--- src/rtl/inc_issue_sequencer.sv ---
// Issues increment strobes to the register-increment decoder: a target mask repeated
// `count` times, either whole-mask per cycle or one target per cycle, with stall/abort.
module inc_issue_sequencer #(
   parameter int SEL_W = 7,
   parameter int CNT_W = 4
) (
   input  logic             clk,
   input  logic             rst_n,
   input  logic             req_valid,
   output logic             req_ready,
   input  logic [SEL_W-1:0] req_mask,
   input  logic [CNT_W-1:0] req_count,
   input  logic             req_serial,
   input  logic             stall,
   input  logic             abort,
   output logic [SEL_W-1:0] INC_sel,
   output logic             INC_en,
   output logic             busy,
   output logic             done
);

   typedef enum logic {
      IDLE  = 1'b0,
      ISSUE = 1'b1
   } state_t;

   localparam logic [SEL_W-1:0] SEL_ZERO = '0;
   localparam logic [SEL_W-1:0] SEL_ONE  = SEL_W'(1);
   localparam logic [CNT_W-1:0] CNT_ZERO = '0;
   localparam logic [CNT_W-1:0] CNT_ONE  = CNT_W'(1);

   state_t           state;
   logic [SEL_W-1:0] mask_r;
   logic [CNT_W-1:0] count_r;
   logic             serial_r;
   logic [SEL_W-1:0] remaining_r;
   logic             done_r;

   logic [SEL_W-1:0] low_bit;
   logic [SEL_W-1:0] remaining_nxt;
   logic             issue_en;
   logic             accept;

   // Two's-complement trick isolates the lowest set bit of the pending targets.
   assign low_bit       = remaining_r & (~remaining_r + SEL_ONE);
   assign remaining_nxt = remaining_r & ~low_bit;
   assign accept        = req_valid && (state == IDLE);

   // NOTE: every signal written in an always_comb gets a default first, so no path
   // through the block leaves it unassigned and no latch is inferred.
   always_comb begin
      issue_en = 1'b0;
      INC_sel  = SEL_ZERO;
      if (state == ISSUE) begin
         issue_en = !stall && !abort;
         if (issue_en) begin
            INC_sel = serial_r ? low_bit : mask_r;
         end
      end
   end

   assign INC_en    = issue_en;
   assign req_ready = (state == IDLE);
   assign busy      = (state == ISSUE);
   assign done      = done_r;

   // NOTE: sequential state uses non-blocking assignments only, so every register
   // samples pre-edge values and the update order inside the block does not matter.
   always_ff @(posedge clk or negedge rst_n) begin
      if (!rst_n) begin
         state       <= IDLE;
         mask_r      <= SEL_ZERO;
         count_r     <= CNT_ZERO;
         serial_r    <= 1'b0;
         remaining_r <= SEL_ZERO;
         done_r      <= 1'b0;
      end else begin
         done_r <= 1'b0;
         case (state)
            IDLE: begin
               if (accept) begin
                  mask_r      <= req_mask;
                  count_r     <= req_count;
                  serial_r    <= req_serial;
                  remaining_r <= req_mask;
                  if ((req_count == CNT_ZERO) || (req_mask == SEL_ZERO)) begin
                     done_r <= 1'b1;
                  end else begin
                     state <= ISSUE;
                  end
               end
            end
            ISSUE: begin
               if (abort) begin
                  state <= IDLE;
               end else if (!stall) begin
                  if (!serial_r) begin
                     count_r <= count_r - CNT_ONE;
                     if (count_r == CNT_ONE) begin
                        state  <= IDLE;
                        done_r <= 1'b1;
                     end
                  end else if (remaining_nxt == SEL_ZERO) begin
                     // One full pass over the mask completes one repetition.
                     count_r     <= count_r - CNT_ONE;
                     remaining_r <= mask_r;
                     if (count_r == CNT_ONE) begin
                        state  <= IDLE;
                        done_r <= 1'b1;
                     end
                  end else begin
                     remaining_r <= remaining_nxt;
                  end
               end
            end
            default: state <= IDLE;
         endcase
      end
   end

endmodule

--- config.mk ---
export PLATFORM = sky130hd
export DESIGN_NAME = inc_issue_sequencer
export DESIGN_NICKNAME = d
export VERILOG_FILES = /design/src/rtl/inc_issue_sequencer.sv
export SDC_FILE = /design/constraint.sdc
export NUM_CORES = 1
export LEC_CHECK = 0
export CORE_UTILIZATION = 56
export CTS_BUF_LIST = sky130_fd_sc_hd__clkbuf_8
export CTS_CLUSTER_SIZE = 28
export DETAILED_ROUTE_END_ITERATION = 10
export HOLD_SLACK_MARGIN = 0.02
export PLACE_DENSITY = 0.94
export SYNTH_ARGS = -nofsm -noshare
export SYNTH_HDL_FRONTEND = slang
export SYNTH_SLANG_ARGS = --single-unit
--- constraint.sdc ---
create_clock -name clk -period 2.9 [get_ports clk]
set_input_delay 0.58 -clock clk [delete_from_list [all_inputs] [get_ports clk]]
set_output_delay 0.58 -clock clk [all_outputs]
set_load 0.01 [all_outputs]
Word level (Yosys, flattened, before mapping)
Cells that the tools add are included.
{ "totals": {"register_bits": 21, "output_inout_bits": 11} }
{ "op_classes": {"n_mux": 32, "n_eq_ne": 6, "n_reduce_logical": 11, "n_addsub": 2, "bitwise_logic": 5} }
{ "op_table": {"columns": ["cell", "count"], "rows": [
  ["7-bit 2-to-1 mux", 8],
  ["4-bit 2-to-1 mux", 5],
  ["1-bit 2-to-1 mux", 15],
  ["7-bit bitwise AND", 2],
  ["7-bit logical NOT", 2],
  ["7-bit inverter", 2],
  ["7-bit one-hot mux with 2 select lines", 1],
  ["4-bit one-hot mux with 2 select lines", 1],
  ["4-bit AND reduction", 2],
  ["7-bit by 1-bit adder with 7-bit output, second input constant", 1],
  ["4-bit by 1-bit equality test with 1-bit output, second input constant", 1],
  ["4-bit logical NOT", 1],
  ["2-bit by 1-bit inequality test with 1-bit output, second input constant", 2],
  ["2-bit inequality test, second input constant", 2],
  ["1-bit one-hot mux with 2 select lines", 2],
  ["4-bit by 1-bit subtractor with 4-bit output, second input constant", 1],
  ["3-bit by 2-bit inequality test with 1-bit output, second input constant", 1],
  ["1-bit logical AND", 2],
  ["1-bit logical NOT", 2],
  ["2-bit AND reduction", 1],
  ["1-bit logical OR", 1],
  ["1-bit inverter", 1]
]} }

Logic depth before layout (Yosys ltp)
Gate-level depths: netlist of run 1.
{ "logic_depth": {"word_depth": 11, "mapped_depth": 7, "depth_no_buf": 5} }

Least setup slack after synthesis of run 1
OpenSTA, ideal clock, no wires.
{ "synth_timing": {"path_type": "in2out", "startpoint": "in abort", "endpoint": "out INC_sel[1]", "cell_stages": 3, "arrival_time_ns": 1.536, "t_required_ns": 2.320, "path_slack_ns": 0.784, "path_cell_list": "or3b_2 -> clkbuf_1 -> a21oi_1"} }
{ "synth_via": {"elab_chain_len": 4} }
{ "synth_rtl": {"columns": ["element", "line", "text"], "rows": [
  ["start: declaration", "15", "input logic abort,"],
  ["1-bit logical NOT", "55", "issue_en = !stall && !abort;"],
  ["1-bit logical AND", "55", null],
  ["7-bit 2-to-1 mux", "56", "if (issue_en) begin"],
  ["7-bit 2-to-1 mux", "54", "if (state == ISSUE) begin"],
  ["end: declaration", "16", "output logic [SEL_W-1:0] INC_sel,"]
]} }
Every way passes these cells.

Worst setup path in the final report of run 1
{ "layout_timing": {"startpoint": "in abort", "endpoint": "out INC_sel[6]"} }
Same word-level chain as after synthesis.

==> results of run 1 <==
==> Yosys cell counts (2+ instances only) <==
cell	instances	area, sq um
a2111oi_0	2	17.52
a211o_2	2	20.02
a21o_1	2	15.01
a21oi_1	13	65.06
clkbuf_1	5	18.77
dfrtp_1	21	525.5
ha_1	2	25.02
inv_1	11	41.29
mux2i_1	4	40.04
nand2_1	28	105.1
nand2b_1	3	18.77
nand3_1	4	20.02
nor2_1	13	48.80
nor3_1	5	25.02
nor4_1	3	18.77
o211ai_1	4	30.03
o21ai_0	10	50.05
or3_1	2	12.51
==> cell families after synthesis <==
group           after synthesis
buf+inv                      18
fa+ha+maj                     2
mux                           4
simple gates                 67
flops                        21
compound gates               43
==> metrics by stage <==
stage	setup WS (ps)	total power [uW]
2_1_floorplan	784.3	803.5
3_3_place_gp	16.74	933.9
3_5_place_dp	-47.80	968.4
4_1_cts	66.76	1160
5_1_grt	66.66	1247
6_report	93.74	1179
==> worst max-delay path: cells and delay by family <==
| family | cells | cell delay [ps] |
|---|---|---|
| AOI/OAI and AO/OA | 1 | 160 |
| buffers and inverters | 2 | 1000 |
| and+or+nand+nor | 1 | 480 |
==> registers in the layout, indices dropped and copies added, names as in the netlist <==
name	flops
mask_r	7
serial_r	1
done	1
busy	1
count_r	4
remaining_r	7
==> path summary, 6_finish.rpt <==
kind	end	startpoint	depth (start not counted)	slack (ps)
worst max-delay path	INC_sel[6]	abort	4	90
worst min-delay path	mask_r[0]$_DFFE_PN0P_	mask_r[0]$_DFFE_PN0P_	2	550
worst max register to register	count_r[3]$_DFFE_PN0P_	remaining_r[3]$_DFFE_PN0P_	5	830
worst min register to register	mask_r[0]$_DFFE_PN0P_	mask_r[0]$_DFFE_PN0P_	2	550
max in group asynchronous	remaining_r[3]$_DFFE_PN0P_	rst_n	2	2020
min in group asynchronous	remaining_r[2]$_DFFE_PN0P_	rst_n	2	660
==> report_power, final <==
part / internal [uW] / total (uW) / switching (uW)
sequential: 383 / 504 / 121
clock: 94.6 / 193 / 98.7
combinational: 213 / 481 / 269
total: 690 / 1180 / 489
==> metal layers <==
layer	routed length, um	GRT usage (%)	vias up	part of all wire (%)
li1	-	-	617	-
met3	247	3.939	4	7.2
met5	0	0	-	0
met1	1373	35.80	623	40
met2	1786	54.89	68	52
met4	34	12.50	0	0.99
==> layout make-up <==
class / instances / share of cell area, %
Sequential cell: 21 / 31.27
Clock inverter: 1 / 0.2234
Multi-Input combinational cell: 116 / 42.74
Clock buffer: 3 / 2.457
Timing Repair Buffer: 33 / 18.76
Inverter: 11 / 2.457
Tap cell: 28 / 2.085
==> impl_metrics.csv, run 1 <==
group,metric,value,unit
run_status,outcome,"complete, no violations",
layout,final-instance-count-excl-fill,213,
clock_tree,cts_setup_buffers,0,
synthesis,synthCells,155,
clock_tree,cts_buffers,3,
timing,fin_crit,2806,ps
global_routing,antenna_found_initial,0,
clock_tree,clk_pin_slew,80,ps
clock_tree,clock-root-buffer,"clkbuf_8",
clock_tree,clock_latency,270,ps
place,place_congestion,0.9023,
global_routing,grt_pass1_wl,5.706,mm
critical_path,crit_path_cell_trace,"clkdlybuf4s50_1, or3b_4, a21oi_1, clkdlybuf4s50_1",
clock_tree,clock_path_buffers,2,
detailed_routing,drtPass1Iterations,4,
critical_path,cpMostUsedCell,"clkdlybuf4s50_1",
power_and_ir_drop,ir_drop,518.7,uV
timing,drv_slew,0,
detailed_routing,drcViolationCount,0,
timing,finalHoldViolCount,0,
layout,finalNetCount,205,
synthesis,synth_top_family_by_area,"simple AND/OR/NAND/NOR gates",
synthesis,synth_compound_gate_area_share,23.43,%
synthesis,ys_ff_latch,21,
detailed_routing,wl,3.441,mm
die,dieArea,0.002544,sq mm
layout,multi_input_area,718.2,sq um
timing,whs,553.2,ps
clock_tree,htreeDepth,1,
detailed_routing,initialDrtViolationCount,30,
place,dpl.cell_count,209,
synthesis,avgSynthCellArea,8.476,sq um
global_routing,grt_max_degree,22,
timing,clock.fmax,356.3,MHz
timing,slew_headroom,62.37,%
layout,final-seq-area,525.5,sq um
synthesis,synth_adder_area_share,1.905,%
detailed_routing,wl_per_cell,16.15,um
synthesis,synth-simple-area-share,25.62,%
timing,worst_pin_slew,560.2,ps
critical_path,critPathRequiredTime,2320,ps
clock_tree,cts_tree,"done",
die,num_rows,17,
layout,final_common_cell,"nand2_1",
worst_hold_path,hold_class,"reg2reg",
place,placed_area,0.001627,sq mm
layout,fin_util,75.96,%
place,hpwl,2.481,mm
timing,period_share,96.77,%
synthesis,synthDistinctLibCells,39,
layout,final_cell_area,0.001680,sq mm
critical_path,crit_path_top_delay_cell,"clkdlybuf4s50_1",
die,die_y,50.44,um
synthesis,synth_ff_type,"dfrtp_1",
synthesis,ys_seq_area_share,40.00,%
synthesis,syn-num-nets,174,
die,die_x,50.44,um
timing,finalSetupViolCount,0,
detailed_routing,ant_nets,0,
detailed_routing,avgViaCountPerCell,6.160,
power_and_ir_drop,power_density,701.4,mW/mm^2
job,maxCapViolations,0,
synthesis,synthArstFlopShare,100.0,%
timing,finClkSkew,6.477,ps
critical_path,max_stage_delay,570,ps
critical_path,cp_max_fo,9,
clock_tree,clock_sinks,21,
layout,area_delta_synth_final,27.90,%
layout,mostFrequentLayoutCells,"nand2_1 (28), clkdlybuf4s50_1 (27), dfrtp_1 (21)",
synthesis,muxShareOfSynthArea,3.048,%
synthesis,yosysWarnings,0,
layout,filler_cell_count,175,
layout,drive_gt1_share,9.730,%
die,start_util,59.39,%
critical_path,cp.arrival,2230,ps
clock_tree,cts_hold_buf,0,
timing,final.setup.tns,0,ps
die,io_pins,28,
layout,antenna_cells,0,
synthesis,netlist_area,0.001314,sq mm
critical_path,crit_path_start_kind,"input port",
global_routing,grtUsageTotal,30.35,%
critical_path,critPathCaptureType,"output port",
critical_path,worst-setup-path-type,"in2out",
place,port_buffers,27,
timing,rsz0062_at_grt,"false",
power_and_ir_drop,leakage,0.0007041,uW
global_routing,overflow,0,
global_routing,first_global_vias,1266,
detailed_routing,vias,1312,
synthesis,synthXorXnorAreaFrac,0,%
clock_tree,post_cts_resize_count,1,
synthesis,synth_edf_count,0,
die,core-area,0.002212,sq mm
(Power assumes the default switching activity.)
==> run 2, diff against run 1 <==
--- a/config.mk
+++ b/config.mk
@@ -5,12 +5,15 @@
 export SDC_FILE = /design/constraint.sdc
 export NUM_CORES = 1
 export LEC_CHECK = 0
+export CORE_MARGIN = 2
 export CORE_UTILIZATION = 56
 export CTS_BUF_LIST = sky130_fd_sc_hd__clkbuf_8
 export CTS_CLUSTER_SIZE = 28
 export DETAILED_ROUTE_END_ITERATION = 10
+export GPL_ROUTABILITY_DRIVEN = 1
 export HOLD_SLACK_MARGIN = 0.02
 export PLACE_DENSITY = 0.94
+export SLEW_MARGIN = 20
 export SYNTH_ARGS = -nofsm -noshare
 export SYNTH_HDL_FRONTEND = slang
 export SYNTH_SLANG_ARGS = --single-unit
==> impl_metrics.csv, run 2 (same netlist as run 1, synthesis figures left out) <==
group,metric,value,unit
worst_hold_path,min_to,"mask_r[0]$_DFFE_PN0P_",
global_routing,grtUsageTotal,28.58,%
clock_tree,cts_tree,"done",
die,die_y,52.44,um
timing,clock.fmax,361.0,MHz
clock_tree,clock_path_buffers,2,
power_and_ir_drop,ir_drop,536.9,uV
die,num_rows,17,
layout,fin_util,76.30,%
critical_path,cp.arrival,2190,ps
detailed_routing,avgViaCountPerCell,6.318,
power_and_ir_drop,leakage,0.0007091,uW
worst_hold_path,hold_class,"reg2reg",
detailed_routing,vias,1352,
critical_path,reg2reg_from,"remaining_r[3]$_DFFE_PN0P_",
timing,final.setup.tns,0,ps
die,start_util,59.39,%
power_and_ir_drop,p_comb_share,40.9,%
die,core-area,0.002212,sq mm
clock_tree,cts_buffers,3,
clock_tree,htreeDepth,1,
timing,drv_slew,0,
detailed_routing,drtPass1Iterations,4,
timing,finalSetupViolCount,0,
layout,drive_gt1_share,10.22,%
clock_tree,cts_hold_buf,0,
critical_path,rrSetupSlack,790,ps
die,dieArea,0.002749,sq mm
detailed_routing,wl_per_cell,16.33,um
place,place_congestion,0.9064,
detailed_routing,drcViolationCount,0,
global_routing,overflow,0,
global_routing,antenna_found_initial,0,
timing,finalHoldViolCount,0,
layout,largestRegisters,"mask_r (7), remaining_r (7), count_r (4)",
timing,worst_pin_slew,558.8,ps
worst_hold_path,hold_start,"mask_r[0]$_DFFE_PN0P_",
place,port_buffers,27,
detailed_routing,ant_nets,0,
critical_path,r2r_cells,5,
critical_path,cp_max_fo,10,
detailed_routing,wl,3.494,mm
critical_path,critPathCaptureType,"output port",
clock_tree,clock_sinks,21,
critical_path,worst-setup-path-type,"in2out",
clock_tree,clk_pin_slew,80,ps
global_routing,first_global_vias,1316,
power_and_ir_drop,power,1173,uW
timing,slew_headroom,62.46,%
layout,mostFrequentLayoutCells,"nand2_1 (28), clkdlybuf4s50_1 (27), dfrtp_1 (21)",
global_routing,grt_max_degree,22,
clock_tree,clock-root-buffer,"clkbuf_8",
timing,fin_crit,2770,ps
power_and_ir_drop,netSwitchingFraction,41.42,%
power_and_ir_drop,clkPwrFrac,16.6,%
die,io_pins,28,
power_and_ir_drop,power_density,695.2,mW/mm^2
job,maxCapViolations,0,
worst_hold_path,min_path_cells,2,
detailed_routing,initialDrtViolationCount,74,
power_and_ir_drop,switchingPower,486.0,uW
power_and_ir_drop,internal_power,687.3,uW
critical_path,crit-reg2reg-capture,"count_r[3]$_DFFE_PN0P_",
run_status,outcome,"complete, no violations",
timing,period_share,95.53,%
global_routing,grt_pass1_wl,5.775,mm
place,hpwl,2.489,mm
critical_path,critPathRequiredTime,2320,ps
clock_tree,clock_latency,260,ps
critical_path,crit_path_start_kind,"input port",
die,die_x,52.44,um
timing,whs,527.3,ps
layout,finalNetCount,206,
timing,rsz0062_at_grt,"false",
layout,antenna_cells,0,
timing,finClkSkew,6.234,ps
layout,final_common_cell,"nand2_1",
power_and_ir_drop,seqPwrFrac,42.5,%
layout,area_delta_synth_final,28.48,%
## run 2: critical path: stages
cell and delay (ps):
clkdlybuf4s50_1 420, or3b_4 480, a21oi_1 150, clkdlybuf4s50_1 550
## run 2: how the worst max path moves through the flow
| stage | start | end | depth (start not counted) |
|---|---|---|---|
| after global placement | abort | INC_sel[6] | 4 |
| after CTS | abort | INC_sel[5] | 4 |
| after global routing | stall | INC_sel[6] | 4 |
| after detailed placement | abort | INC_sel[5] | 4 |
| final | abort | INC_sel[5] | 4 |
| after floorplan | abort | INC_sel[1] | 3 |
## run 2: layout make-up
class                   count  area, sq um
well taps                  28        35.03
flip-flops and latches     21        525.5
repair buffers             34        322.8
multi-input cells         116        718.2
clock buffers               3        41.29
inverters                  11        41.29
fillers                   164        524.3
clock inverters             1        3.754
## run 2: layer usage
metal	vias up	global-route usage (%)	wire, um
li1	616	-	-
met5	-	0	0
met4	0	11.54	91
met2	82	52.92	1805
met3	14	2.571	258
met1	640	33.33	1339
## run 2: through the flow
stage	area, sq um	setup slack (ps)	std cells
after CTS	1682	139.2	214
after floorplan	1314	784.3	155
final	1688	129.7	214
after global routing	1688	79.79	214
after detailed placement	1634	-13.38	210
after global placement	1634	20.11	210
## run 2: repair_timing
item	in CTS	in global routing
endpoints found under the setup margin	4	2
resized for setup	1	1
buffers inserted	0	0
## run 2: power groups by stage
stage	sequential (uW)	clock, uW	combinational [uW]
after floorplan	466	0	337
after global placement	489	0	441
after detailed placement	496	0	463
after CTS	491	190	473
after global routing	512	203	531
final	499	195	480
==> run 3, diff against run 2 <==
--- a/config.mk
+++ b/config.mk
@@ -5,14 +5,16 @@
 export SDC_FILE = /design/constraint.sdc
 export NUM_CORES = 1
 export LEC_CHECK = 0
+export CELL_PAD_IN_SITES_DETAIL_PLACEMENT = 1
+export CELL_PAD_IN_SITES_GLOBAL_PLACEMENT = 1
 export CORE_MARGIN = 2
-export CORE_UTILIZATION = 56
+export CORE_UTILIZATION = 42
 export CTS_BUF_LIST = sky130_fd_sc_hd__clkbuf_8
 export CTS_CLUSTER_SIZE = 28
 export DETAILED_ROUTE_END_ITERATION = 10
 export GPL_ROUTABILITY_DRIVEN = 1
 export HOLD_SLACK_MARGIN = 0.02
-export PLACE_DENSITY = 0.94
+export PLACE_DENSITY = 0.95
 export SLEW_MARGIN = 20
 export SYNTH_ARGS = -nofsm -noshare
 export SYNTH_HDL_FRONTEND = slang
==> impl_metrics.csv, run 3 (same netlist as run 1, synthesis figures left out) <==
group,metric,value,unit
layout,final_common_cell,"nand2_1",
layout,final-seq-area,525.5,sq um
clock_tree,cts_setup_buffers,0,
timing,finClkSkew,1.453,ps
clock_tree,cts_buffers,3,
clock_tree,clock-root-buffer,"clkbuf_8",
detailed_routing,vias,1286,
global_routing,first_global_vias,1476,
worst_hold_path,min_path_cells,2,
layout,multi_input_area,718.2,sq um
layout,antenna_cells,0,
die,dieArea,0.003592,sq mm
detailed_routing,met3_length,75,um
critical_path,reg2reg_from,"remaining_r[2]$_DFFE_PN0P_",
worst_hold_path,hold_start,"mask_r[0]$_DFFE_PN0P_",
detailed_routing,wl,3.964,mm
timing,rsz0062_at_grt,"false",
place,place_congestion,0.9100,
critical_path,rrSetupSlack,910,ps
critical_path,critPathCaptureType,"output port",
timing,fin_crit,2807,ps
detailed_routing,initialDrtViolationCount,61,
run_status,outcome,"complete, no violations",
critical_path,cp.arrival,2230,ps
place,dpl.cell_count,213,
global_routing,overflow,0,
clock_tree,clk_pin_slew,80,ps
die,core-area,0.003003,sq mm
layout,final-instance-count-excl-fill,217,
worst_hold_path,hold_class,"reg2reg",
power_and_ir_drop,power,1182,uW
critical_path,critPathRequiredTime,2320,ps
die,num_rows,20,
detailed_routing,wl_met1,1.739,mm
detailed_routing,highest_layer,"met4",
global_routing,grtUsageTotal,24.74,%
place,hpwl,2.984,mm
timing,period_share,96.78,%
layout,area_delta_synth_final,27.81,%
critical_path,worst-setup-path-type,"in2out",
detailed_routing,drcViolationCount,0,
timing,finalSetupViolCount,0,
global_routing,grt_max_degree,22,
power_and_ir_drop,leakage,0.0006995,uW
clock_tree,clock_latency,260,ps
clock_tree,cts_tree,"done",
detailed_routing,wl_per_cell,18.27,um
layout,largestRegisters,"mask_r (7), remaining_r (7), count_r (4)",
die,start_util,43.75,%
timing,final.setup.tns,0,ps
layout,finalNetCount,204,
place,placed_area,0.001625,sq mm
place,port_buffers,27,
clock_tree,htreeDepth,1,
detailed_routing,ant_nets,0,
timing,slew_headroom,62.10,%
layout,drive_gt1_share,9.239,%
critical_path,crit_path_start_kind,"input port",
timing,drv_slew,0,
critical_path,crit-reg2reg-capture,"count_r[2]$_DFFE_PN0P_",
layout,final_cell_area,0.001679,sq mm
detailed_routing,avgViaCountPerCell,5.926,
job,maxCapViolations,0,
die,die_x,59.93,um
critical_path,cp_max_fo,9,
timing,worst_pin_slew,564.2,ps
clock_tree,clock_sinks,21,
power_and_ir_drop,power_density,703.9,mW/mm^2
detailed_routing,drtPass1Iterations,4,
detailed_routing,route.met2.wl,2.091,mm
global_routing,antenna_found_initial,0,
worst_hold_path,min_to,"mask_r[0]$_DFFE_PN0P_",
layout,filler_cell_count,371,
clock_tree,clock_path_buffers,2,
timing,finalHoldViolCount,0,
die,io_pins,28,
critical_path,r2r_cells,5,
global_routing,grt_pass1_wl,6.665,mm
timing,clock.fmax,356.3,MHz
power_and_ir_drop,ir_drop,317.7,uV
die,die_y,59.93,um
layout,mostFrequentLayoutCells,"nand2_1 (28), clkdlybuf4s50_1 (27), dfrtp_1 (21)",
==> run 3: worst max path at each step <==
| stage | start | to | slack, ps | depth (start not counted) |
|---|---|---|---|---|
| detailed placement | abort | INC_sel[4] | -50 | 4 |
| global placement | abort | INC_sel[6] | 6 | 4 |
| finish | abort | INC_sel[4] | 90 | 4 |
| floorplan | abort | INC_sel[1] | 780 | 3 |
| CTS | remaining_r[0]$_DFFE_PN0P_ | INC_sel[4] | 30 | 4 |
| global route | abort | INC_sel[0] | 30 | 4 |
==> run 3: through the flow <==
step | utilization (%) | hold slack [ps] | setup WS, ps
6_report | 55.92 | 542.0 | 93.30
3_3_place_gp | 54.13 | 501.5 | 5.963
3_5_place_dp | 54.13 | 526.5 | -53.34
4_1_cts | 55.71 | 542.4 | 31.83
5_1_grt | 55.92 | 584.8 | 29.94
2_1_floorplan | - | 284.4 | 784.3
==> run 3: critical path, cell delays in order <==
cell and delay [ps]:
clkdlybuf4s50_1 450, or3b_4 480, a21oi_1 160, clkdlybuf4s50_1 550
==> run 3: what timing repair did <==
item                       CTS  global route
hold buffers                 0             0
resized for setup            1             1
setup endpoints to repair    7             2
pin swaps                    0             0
==> run 3: power by group <==
| part | switching [uW] | internal (uW) | total, uW |
|---|---|---|---|
| Combinational | 279 | 210 | 488 |
| Clock | 96.5 | 94.3 | 191 |
| Sequential | 120 | 383 | 503 |
==> run 3: layout make-up <==
cell class                      instances  share of cell area [%]
Timing Repair Buffer                   32                   18.33
Clock buffer                            3                   2.459
Multi-Input combinational cell        116                   42.77
Inverter                               11                   2.459
Clock inverter                          1                  0.2235
Tap cell                               33                   2.459
Sequential cell                        21                   31.30
==> run 3: layer usage <==
metal | vias to the layer above | track usage, %
li1 | 612 | -
met1 | 645 | 28.98
met2 | 23 | 45.19
met3 | 6 | 3.030
met4 | 0 | 9.841
met5 | - | 0
